### src/rtl/if_fetch_unit_pkg.sv
`default_nettype none
// ============================================================================
// Module  : riscv_fetch_pkg
// Brief   : Shared types and constants for the instruction-fetch stage.
// Revision: 1.0 - initial release
// ============================================================================
package riscv_fetch_pkg;

    localparam int          FETCH_PC_W = 9;
    localparam logic [31:0] INSTR_NOP  = 32'h0000_0013;

    typedef enum logic [1:0] {
        S_BOOT  = 2'd0,
        S_FETCH = 2'd1,
        S_DRAIN = 2'd2,
        S_HALT  = 2'd3
    } fetch_state_e;

    typedef struct packed {
        logic [FETCH_PC_W-1:0] pc;
        logic [31:0]           instr;
    } fetch_entry_t;

endpackage
`default_nettype wire

### src/rtl/if_fetch_unit_if.sv
`default_nettype none
// ============================================================================
// Module  : if_fetch_unit_if
// Brief   : Redirect, instruction-memory and decode-side signals of the fetch stage.
// Revision: 1.0 - initial release
// ============================================================================
interface if_fetch_unit_if #(
    parameter int PC_W = 9
);
    logic            PcSel;
    logic [31:0]     BrPC;
    logic            id_stall;
    logic            imem_req;
    logic [PC_W-1:0] imem_addr;
    logic            imem_rvalid;
    logic [31:0]     imem_rdata;
    logic            if_valid;
    logic [PC_W-1:0] if_pc;
    logic [31:0]     if_instr;
    logic            misalign_err;

    // master = fetch unit, slave = branch unit / memory / decode environment
    modport master (
        input  PcSel, BrPC, id_stall, imem_rvalid, imem_rdata,
        output imem_req, imem_addr, if_valid, if_pc, if_instr, misalign_err
    );

    modport slave (
        output PcSel, BrPC, id_stall, imem_rvalid, imem_rdata,
        input  imem_req, imem_addr, if_valid, if_pc, if_instr, misalign_err
    );
endinterface
`default_nettype wire

### src/rtl/if_fetch_unit_fifo.sv
`default_nettype none
// ============================================================================
// Module  : fetch_fifo
// Brief   : Synchronous {pc, instr} buffer; flush beats push and pop.
// Revision: 1.0 - initial release
// ============================================================================
module fetch_fifo #(
    parameter int DEPTH = 2,
    parameter int PC_W  = 9
) (
    input  logic                         clk,
    input  logic                         reset,
    input  logic                         push_i,
    input  logic                         pop_i,
    input  logic                         flush_i,
    input  logic [PC_W-1:0]              push_pc_i,
    input  logic [31:0]                  push_instr_i,
    output logic [PC_W-1:0]              head_pc_o,
    output logic [31:0]                  head_instr_o,
    output logic [$clog2(DEPTH+1)-1:0]   count_o,
    output logic                         full_o,
    output logic                         empty_o
);
    localparam int PTR_W = (DEPTH > 1) ? $clog2(DEPTH) : 1;
    localparam int CNT_W = $clog2(DEPTH+1);

    logic [PC_W-1:0]  pc_mem_q    [DEPTH];
    logic [31:0]      instr_mem_q [DEPTH];
    logic [PTR_W-1:0] wr_ptr_q;
    logic [PTR_W-1:0] rd_ptr_q;
    logic [CNT_W-1:0] count_q;
    logic             do_push;
    logic             do_pop;

    function automatic logic [PTR_W-1:0] ptr_inc(input logic [PTR_W-1:0] p);
        return (p == PTR_W'(DEPTH-1)) ? '0 : p + PTR_W'(1);
    endfunction

    assign full_o  = (count_q == CNT_W'(DEPTH));
    assign empty_o = (count_q == '0);
    // A push into a full buffer is legal only when the head leaves the same cycle.
    assign do_push = push_i && (!full_o || pop_i);
    assign do_pop  = pop_i && !empty_o;

    always_ff @(posedge clk) begin
        if (reset) begin
            wr_ptr_q <= '0;
            rd_ptr_q <= '0;
            count_q  <= '0;
            for (int i = 0; i < DEPTH; i++) begin
                pc_mem_q[i]    <= '0;
                instr_mem_q[i] <= '0;
            end
        end else if (flush_i) begin
            wr_ptr_q <= '0;
            rd_ptr_q <= '0;
            count_q  <= '0;
        end else begin
            if (do_push) begin
                pc_mem_q[wr_ptr_q]    <= push_pc_i;
                instr_mem_q[wr_ptr_q] <= push_instr_i;
                wr_ptr_q              <= ptr_inc(wr_ptr_q);
            end
            if (do_pop) begin
                rd_ptr_q <= ptr_inc(rd_ptr_q);
            end
            case ({do_push, do_pop})
                2'b10:   count_q <= count_q + CNT_W'(1);
                2'b01:   count_q <= count_q - CNT_W'(1);
                default: count_q <= count_q;
            endcase
        end
    end

    assign head_pc_o    = pc_mem_q[rd_ptr_q];
    assign head_instr_o = instr_mem_q[rd_ptr_q];
    assign count_o      = count_q;

endmodule
`default_nettype wire

### src/rtl/if_fetch_unit.sv
`default_nettype none
// ============================================================================
// Module  : if_fetch_unit
// Brief   : PC owner, in-order imem requester and fetch buffer feeding decode.
//           Optional macro FETCH_MISALIGN_CHK_EN halts on a misaligned redirect.
// Revision: 1.0 - initial release
// ============================================================================
module if_fetch_unit
    import riscv_fetch_pkg::*;
#(
    parameter int              PC_W       = 9,
    parameter logic [PC_W-1:0] RESET_PC   = '0,
    parameter int              FIFO_DEPTH = 2
) (
    input  logic            clk,
    input  logic            reset,
    if_fetch_unit_if.master bus
);
    localparam int CNT_W = $clog2(FIFO_DEPTH+1);

    fetch_state_e     state_q;
    logic [PC_W-1:0]  pc_q;
    logic [CNT_W-1:0] outstanding_q;
    logic [CNT_W-1:0] outstanding_d;
    logic [CNT_W-1:0] discard_q;
    logic             misalign_q;

    logic             redirect;
    logic             misalign;
    logic [PC_W-1:0]  target;
    logic             rsp;
    logic             do_req;
    logic             do_push;
    logic             do_pop;
    logic [CNT_W:0]   used;
    logic [PC_W-1:0]  rsp_pc;
    logic [PC_W-1:0]  head_pc;
    logic [31:0]      head_instr;
    logic [CNT_W-1:0] fifo_count;
    logic             fifo_full;
    logic             fifo_empty;
    logic             fifo_valid;
    logic             unused_bits;

    assign redirect = bus.PcSel && (state_q != S_HALT);

`ifdef FETCH_MISALIGN_CHK_EN
    assign misalign    = redirect && (bus.BrPC[1:0] != 2'b00);
    assign target      = bus.BrPC[PC_W-1:0];
    assign unused_bits = ^{bus.BrPC[31:PC_W], fifo_full};
`else
    assign misalign    = 1'b0;
    assign target      = {bus.BrPC[PC_W-1:2], 2'b00};
    assign unused_bits = ^{bus.BrPC[31:PC_W], bus.BrPC[1:0], fifo_full};
`endif

    assign fifo_valid = !fifo_empty;
    assign rsp        = bus.imem_rvalid && (outstanding_q != '0);
    assign do_pop     = fifo_valid && !bus.id_stall && !bus.PcSel;

    // The slot freed by this cycle's pop counts as credit, sustaining one word per cycle.
    assign used    = {1'b0, outstanding_q} + {1'b0, fifo_count} - {{CNT_W{1'b0}}, do_pop};
    assign do_req  = (state_q == S_FETCH) && !bus.PcSel && (used < (CNT_W+1)'(FIFO_DEPTH));
    assign do_push = (state_q == S_FETCH) && rsp && !redirect;

    assign outstanding_d = outstanding_q + CNT_W'(do_req) - CNT_W'(rsp);
    // Oldest in-flight address: pc has advanced once per outstanding request.
    assign rsp_pc        = pc_q - (PC_W'(outstanding_q) << 2);

    fetch_fifo #(
        .DEPTH (FIFO_DEPTH),
        .PC_W  (PC_W)
    ) u_fifo (
        .clk          (clk),
        .reset        (reset),
        .push_i       (do_push),
        .pop_i        (do_pop),
        .flush_i      (redirect),
        .push_pc_i    (rsp_pc),
        .push_instr_i (bus.imem_rdata),
        .head_pc_o    (head_pc),
        .head_instr_o (head_instr),
        .count_o      (fifo_count),
        .full_o       (fifo_full),
        .empty_o      (fifo_empty)
    );

    always_ff @(posedge clk) begin
        if (reset) begin
            state_q       <= S_BOOT;
            pc_q          <= RESET_PC;
            outstanding_q <= '0;
            discard_q     <= '0;
            misalign_q    <= 1'b0;
        end else begin
            outstanding_q <= outstanding_d;
            if (misalign) begin
                misalign_q <= 1'b1;
                discard_q  <= '0;
                state_q    <= S_HALT;
            end else if (redirect) begin
                pc_q      <= target;
                discard_q <= outstanding_d;
                state_q   <= (outstanding_d != '0) ? S_DRAIN : S_FETCH;
            end else begin
                case (state_q)
                    S_BOOT:  state_q <= S_FETCH;
                    S_FETCH: if (do_req) pc_q <= pc_q + PC_W'(4);
                    S_DRAIN: begin
                        if (rsp) discard_q <= discard_q - CNT_W'(1);
                        if (discard_q == CNT_W'(rsp)) state_q <= S_FETCH;
                    end
                    S_HALT:  state_q <= S_HALT;
                    default: state_q <= S_BOOT;
                endcase
            end
        end
    end

    assign bus.imem_req     = do_req;
    assign bus.imem_addr    = pc_q;
    assign bus.if_valid     = fifo_valid;
    assign bus.if_pc        = fifo_valid ? head_pc    : '0;
    assign bus.if_instr     = fifo_valid ? head_instr : '0;
    assign bus.misalign_err = misalign_q;

endmodule
`default_nettype wire
### src/flat_wrapper.sv
// flat-port wrapper written by rule: the top's interface ports become plain ports
module if_fetch_unit_flat import riscv_fetch_pkg::*;
#(
    parameter int              PC_W       = 9,
    parameter logic [PC_W-1:0] RESET_PC   = '0,
    parameter int              FIFO_DEPTH = 2
)
  (clk, reset, bus_PcSel, bus_BrPC, bus_id_stall, bus_imem_rvalid, bus_imem_rdata, bus_imem_req, bus_imem_addr, bus_if_valid, bus_if_pc, bus_if_instr, bus_misalign_err);
  if_fetch_unit_if #(.PC_W(PC_W)) bus_i ();
  input  logic clk;
  input  logic reset;
  input wire logic [$bits(bus_i.PcSel)-1:0] bus_PcSel;
  input wire logic [$bits(bus_i.BrPC)-1:0] bus_BrPC;
  input wire logic [$bits(bus_i.id_stall)-1:0] bus_id_stall;
  input wire logic [$bits(bus_i.imem_rvalid)-1:0] bus_imem_rvalid;
  input wire logic [$bits(bus_i.imem_rdata)-1:0] bus_imem_rdata;
  output wire logic [$bits(bus_i.imem_req)-1:0] bus_imem_req;
  output wire logic [$bits(bus_i.imem_addr)-1:0] bus_imem_addr;
  output wire logic [$bits(bus_i.if_valid)-1:0] bus_if_valid;
  output wire logic [$bits(bus_i.if_pc)-1:0] bus_if_pc;
  output wire logic [$bits(bus_i.if_instr)-1:0] bus_if_instr;
  output wire logic [$bits(bus_i.misalign_err)-1:0] bus_misalign_err;
  assign bus_i.PcSel = bus_PcSel;
  assign bus_i.BrPC = bus_BrPC;
  assign bus_i.id_stall = bus_id_stall;
  assign bus_i.imem_rvalid = bus_imem_rvalid;
  assign bus_i.imem_rdata = bus_imem_rdata;
  assign bus_imem_req = bus_i.imem_req;
  assign bus_imem_addr = bus_i.imem_addr;
  assign bus_if_valid = bus_i.if_valid;
  assign bus_if_pc = bus_i.if_pc;
  assign bus_if_instr = bus_i.if_instr;
  assign bus_misalign_err = bus_i.misalign_err;
  if_fetch_unit #(.PC_W(PC_W), .RESET_PC(RESET_PC), .FIFO_DEPTH(FIFO_DEPTH)) u_core (.clk(clk), .reset(reset), .bus(bus_i));
endmodule
### config.mk
export PLATFORM = sky130hd
export DESIGN_NAME = if_fetch_unit_flat
export DESIGN_NICKNAME = d
export VERILOG_FILES = /design/src/rtl/if_fetch_unit_pkg.sv /design/src/rtl/if_fetch_unit_if.sv /design/src/rtl/if_fetch_unit_fifo.sv /design/src/rtl/if_fetch_unit.sv /design/src/flat_wrapper.sv
export SDC_FILE = /design/constraint.sdc
export NUM_CORES = 1
export LEC_CHECK = 0
export BUFFER_PORTS_ARGS = -buffer_cell sky130_fd_sc_hd__buf_2
export CORE_MARGIN = 10
export CORE_UTILIZATION = 44
export DETAILED_ROUTE_END_ITERATION = 8
export GPL_TIMING_DRIVEN = 0
export PLACE_DENSITY = 0.68
export SLEW_MARGIN = 20
export SYNTH_ARGS = -nofsm -noshare
export SYNTH_HDL_FRONTEND = slang
export SYNTH_SLANG_ARGS = --single-unit
### constraint.sdc
create_clock -name clk -period 5 [get_ports clk]
set_input_delay 0.25 -clock clk [delete_from_list [all_inputs] [get_ports clk]]
set_output_delay 0.25 -clock clk [all_outputs]
set_load 0.01 [all_outputs]
==> flow_metrics.env <==
export IMPL_grtUsageMet3=0.0348
export IMPL_synth_most_common_cell="edfxtp_1"
export IMPL_endpoint_kind="register"
export IMPL_clock_skew_ns=0.0153
export IMPL_cp_arrival_ns=3.85
export IMPL_route_detailed_drc=0
export IMPL_holdWs_ns=0.166
export IMPL_met1_usage=0.160
export IMPL_layout_drive_gt1_share=0.261
export IMPL_antenna_cells=0
export IMPL_grt_max_degree=29
export IMPL_routabilityCongestion=0.784
export IMPL_port_buffers=90
export IMPL_wl_um=10300
export IMPL_dr_first_iter_drc_count=179
export IMPL_period_minus_slack_ns=3.60
export IMPL_postRouteAntennaNets=0
export IMPL_rsz0062_at_grt="no"
export IMPL_whs_path_depth=2
export IMPL_antenna_found_initial=1
export IMPL_top_usage_layer="met2"
export IMPL_netSwitchingPower_uw=506
export IMPL_dpl_hpwl_um=7590
export IMPL_hold_buffers=0
export IMPL_finalMaxSlewViolations=0
export IMPL_path_cells="nor2_1, nor3_1, ha_1, nand2b_1, fa_1, nand3b_1, or3_1, ha_1, inv_1, ha_1, xnor3_1, nand2b_1, nand2_1, o211a_1"
export IMPL_min_from="bus_imem_rdata[11]"
export IMPL_combPwrFrac=0.186
export IMPL_crit_top_cell="ha_1"
export IMPL_status="finished clean"
export IMPL_max_freq_ghz=0.278
export IMPL_syn_inst=398
export IMPL_setup_slack_ns=1.40
export IMPL_synth_area_leaders="edfxtp_1 (49%), and2_1 (8.9%), mux2i_1 (8.2%)"
export IMPL_grt_pass1_wl_um=16400
export IMPL_synth_edf_count=78
export IMPL_cts_root_buf="clkbuf_8"
export IMPL_synth_seq_area_share=0.571
export IMPL_ios=122
export IMPL_first_global_vias=3309
export IMPL_pre_cts_ws_ns=1.38
export IMPL_power_density_nw_per_um2=321
export IMPL_fin_tns_setup_ns=0
export IMPL_rows=37
export IMPL_hold_violations=0
export IMPL_ir_worst_vdd_v=0.000132
export IMPL_first_pass_iters=4
export IMPL_hold_class="in2reg"
export IMPL_use_met2=0.231
export IMPL_leakagePower_nw=2.20
export IMPL_synth_top_area_cell="edfxtp_1"
export IMPL_htree_levels=3
export IMPL_clock_sinks=96
export IMPL_numCtsBuffers=9
export IMPL_swShare=0.281
export IMPL_clkPwrFrac=0.285
export IMPL_vias=3165
export IMPL_wire_per_inst_um=16.0
export IMPL_via_per_inst=4.90
export IMPL_fin_nets=584
export IMPL_maxCapViolCount=0
export IMPL_slew_headroom=0.479
export IMPL_syn2layout_area_growth_pct=18.5
export IMPL_track_usage=0.137
export IMPL_clk_insertion_delay_late_ns=0.36
export IMPL_final_period_utilization=0.720
export IMPL_avgSynthCellArea_um2=11.9
export IMPL_max_stage_delay_ns=0.49
export IMPL_seq_power_share=0.530
export IMPL_die_area_um2=15300
export IMPL_core_um2=10400
export IMPL_yosys_top_cells_count="edfxtp_1 (78), and2_1 (67), nor2_1 (60), mux2i_1 (39), dfxtp_1 (18)"
export IMPL_synth_cell_types=46
export IMPL_async_flop_share=0
export IMPL_path_class="reg2reg"
export IMPL_synthFlopType="edfxtp_1"
export IMPL_cts_tree="built"
export IMPL_p_int_mw=1.29
export IMPL_grt_overflow_total=0
export IMPL_clk_pin_slew_worst_paths_ns=0.11
export IMPL_r2r_start="u_core.u_fifo.count_o[0]"
export IMPL_netlist_area_um2=4730
export IMPL_worst_pin_slew_ns=0.781
export IMPL_initial_utilization=0.454
export IMPL_post_cts_resized=0
export IMPL_required_ns=5.25
export IMPL_critical_path_slowest_cell="fa_1"
export IMPL_ys_warn_count=0
export IMPL_yosysTopAreaCellShare=0.495
export IMPL_die_h_um=124
export IMPL_setup_viol=0
export IMPL_die_w_um=124
export IMPL_crit_fanout=6
export IMPL_cts_buffer_depth=2
export IMPL_postCtsSetupBuffers=0
export IMPL_setup_worst_path_start="u_core.u_fifo.count_o[0]"
export IMPL_synth_seq_cells=96
export IMPL_start_kind="register"
export IMPL_r2r_cells=14
through the flow:
step / utilization / std cells / total power, mW / area, um^2
finish: 0.538 / 646 / 1.80 / 5610
global route: 0.538 / 646 / 1.89 / 5610
CTS: 0.538 / 646 / 1.81 / 5610
detailed placement: 0.520 / 630 / 1.31 / 5410
global placement: 0.515 / 628 / 1.29 / 5370
floorplan: - / 402 / 1.20 / 4750
final timing paths:
kind                                       to  slack (ns)
min          u_core.u_fifo.instr_mem_q[1][11]        0.17
max                         u_core.state_q[0]        1.40
min reg2reg                          register        0.59
max reg2reg                 u_core.state_q[0]        1.40
power by group through the flow:
stage / sequential, mW / combinational, mW / clock (mW)
floorplan: 0.967 / 0.238 / 0
global placement: 0.969 / 0.322 / 0
detailed placement: 0.971 / 0.336 / 0
CTS: 0.953 / 0.338 / 0.518
global route: 0.960 / 0.378 / 0.547
finish: 0.953 / 0.334 / 0.512
flip-flops by register name, summed over array words and instances, names as in the netlist, named ones only:
signal                     flops
u_core.u_fifo.instr_mem_q     64
u_core.u_fifo.pc_mem_q        14
u_core.bus.imem_addr           7
u_core.discard_q               2
u_core.outstanding_q           2
u_core.state_q                 2
u_core.u_fifo.count_o          2
u_core.u_fifo.rd_ptr_q         1
u_core.u_fifo.wr_ptr_q         1
critical path, delay by kind of cell (launching register included):
| family | cells | cell delay [ns] |
|---|---|---|
| DFF | 1 | 0.39 |
| xor gates and xnor gates | 1 | 0.23 |
| buffers and inverters | 1 | 0.06 |
| AOI/OAI and AO/OA | 1 | 0.21 |
| adders and majority gates | 4 | 1.21 |
| and+or+nand+nor | 7 | 1.39 |
cells by family (layout without fill, tap and decap cells):
logic type | Yosys count | count (layout) | synth area share
other | 1 | 5 | 0.000792
buffers and inverters | 40 | 148 | 0.0399
AND/OR/NAND/NOR | 176 | 176 | 0.207
AO/OA/AOI/OAI | 19 | 19 | 0.0352
flip-flops | 96 | 96 | 0.571
adder cells (fa/ha/maj) | 10 | 10 | 0.0296
XOR/XNOR | 17 | 17 | 0.0344
multiplexers | 39 | 39 | 0.0825
metal layers:
metal  up-vias  part of all wire
met5         -            0.0017
met4         2             0.017
met3        15             0.059
li1       1581                 -
met1      1494              0.42
met2        73              0.51
area by class of cell:
type	count	area [um^2]
buffer	29	148
clock buffer	10	128
clock inverter	6	67.6
fill	943	4810
inverter	11	41.3
multi-input combinational	266	1860
sequential	96	2700
tap	136	170
timing repair buffer	92	490
placed cells by master (no fill, tap or decap), types with 9 or more instances in the layout:
cell type,instances
buf_2,94
edfxtp_1,78
and2_1,67
nor2_1,60
mux2i_1,39
clkbuf_1,18
dfxtp_1,18
xnor2_1,12
inv_1,11
nor3_1,10
clkbuf_8,9
Power figures use the tool's default switching activity.
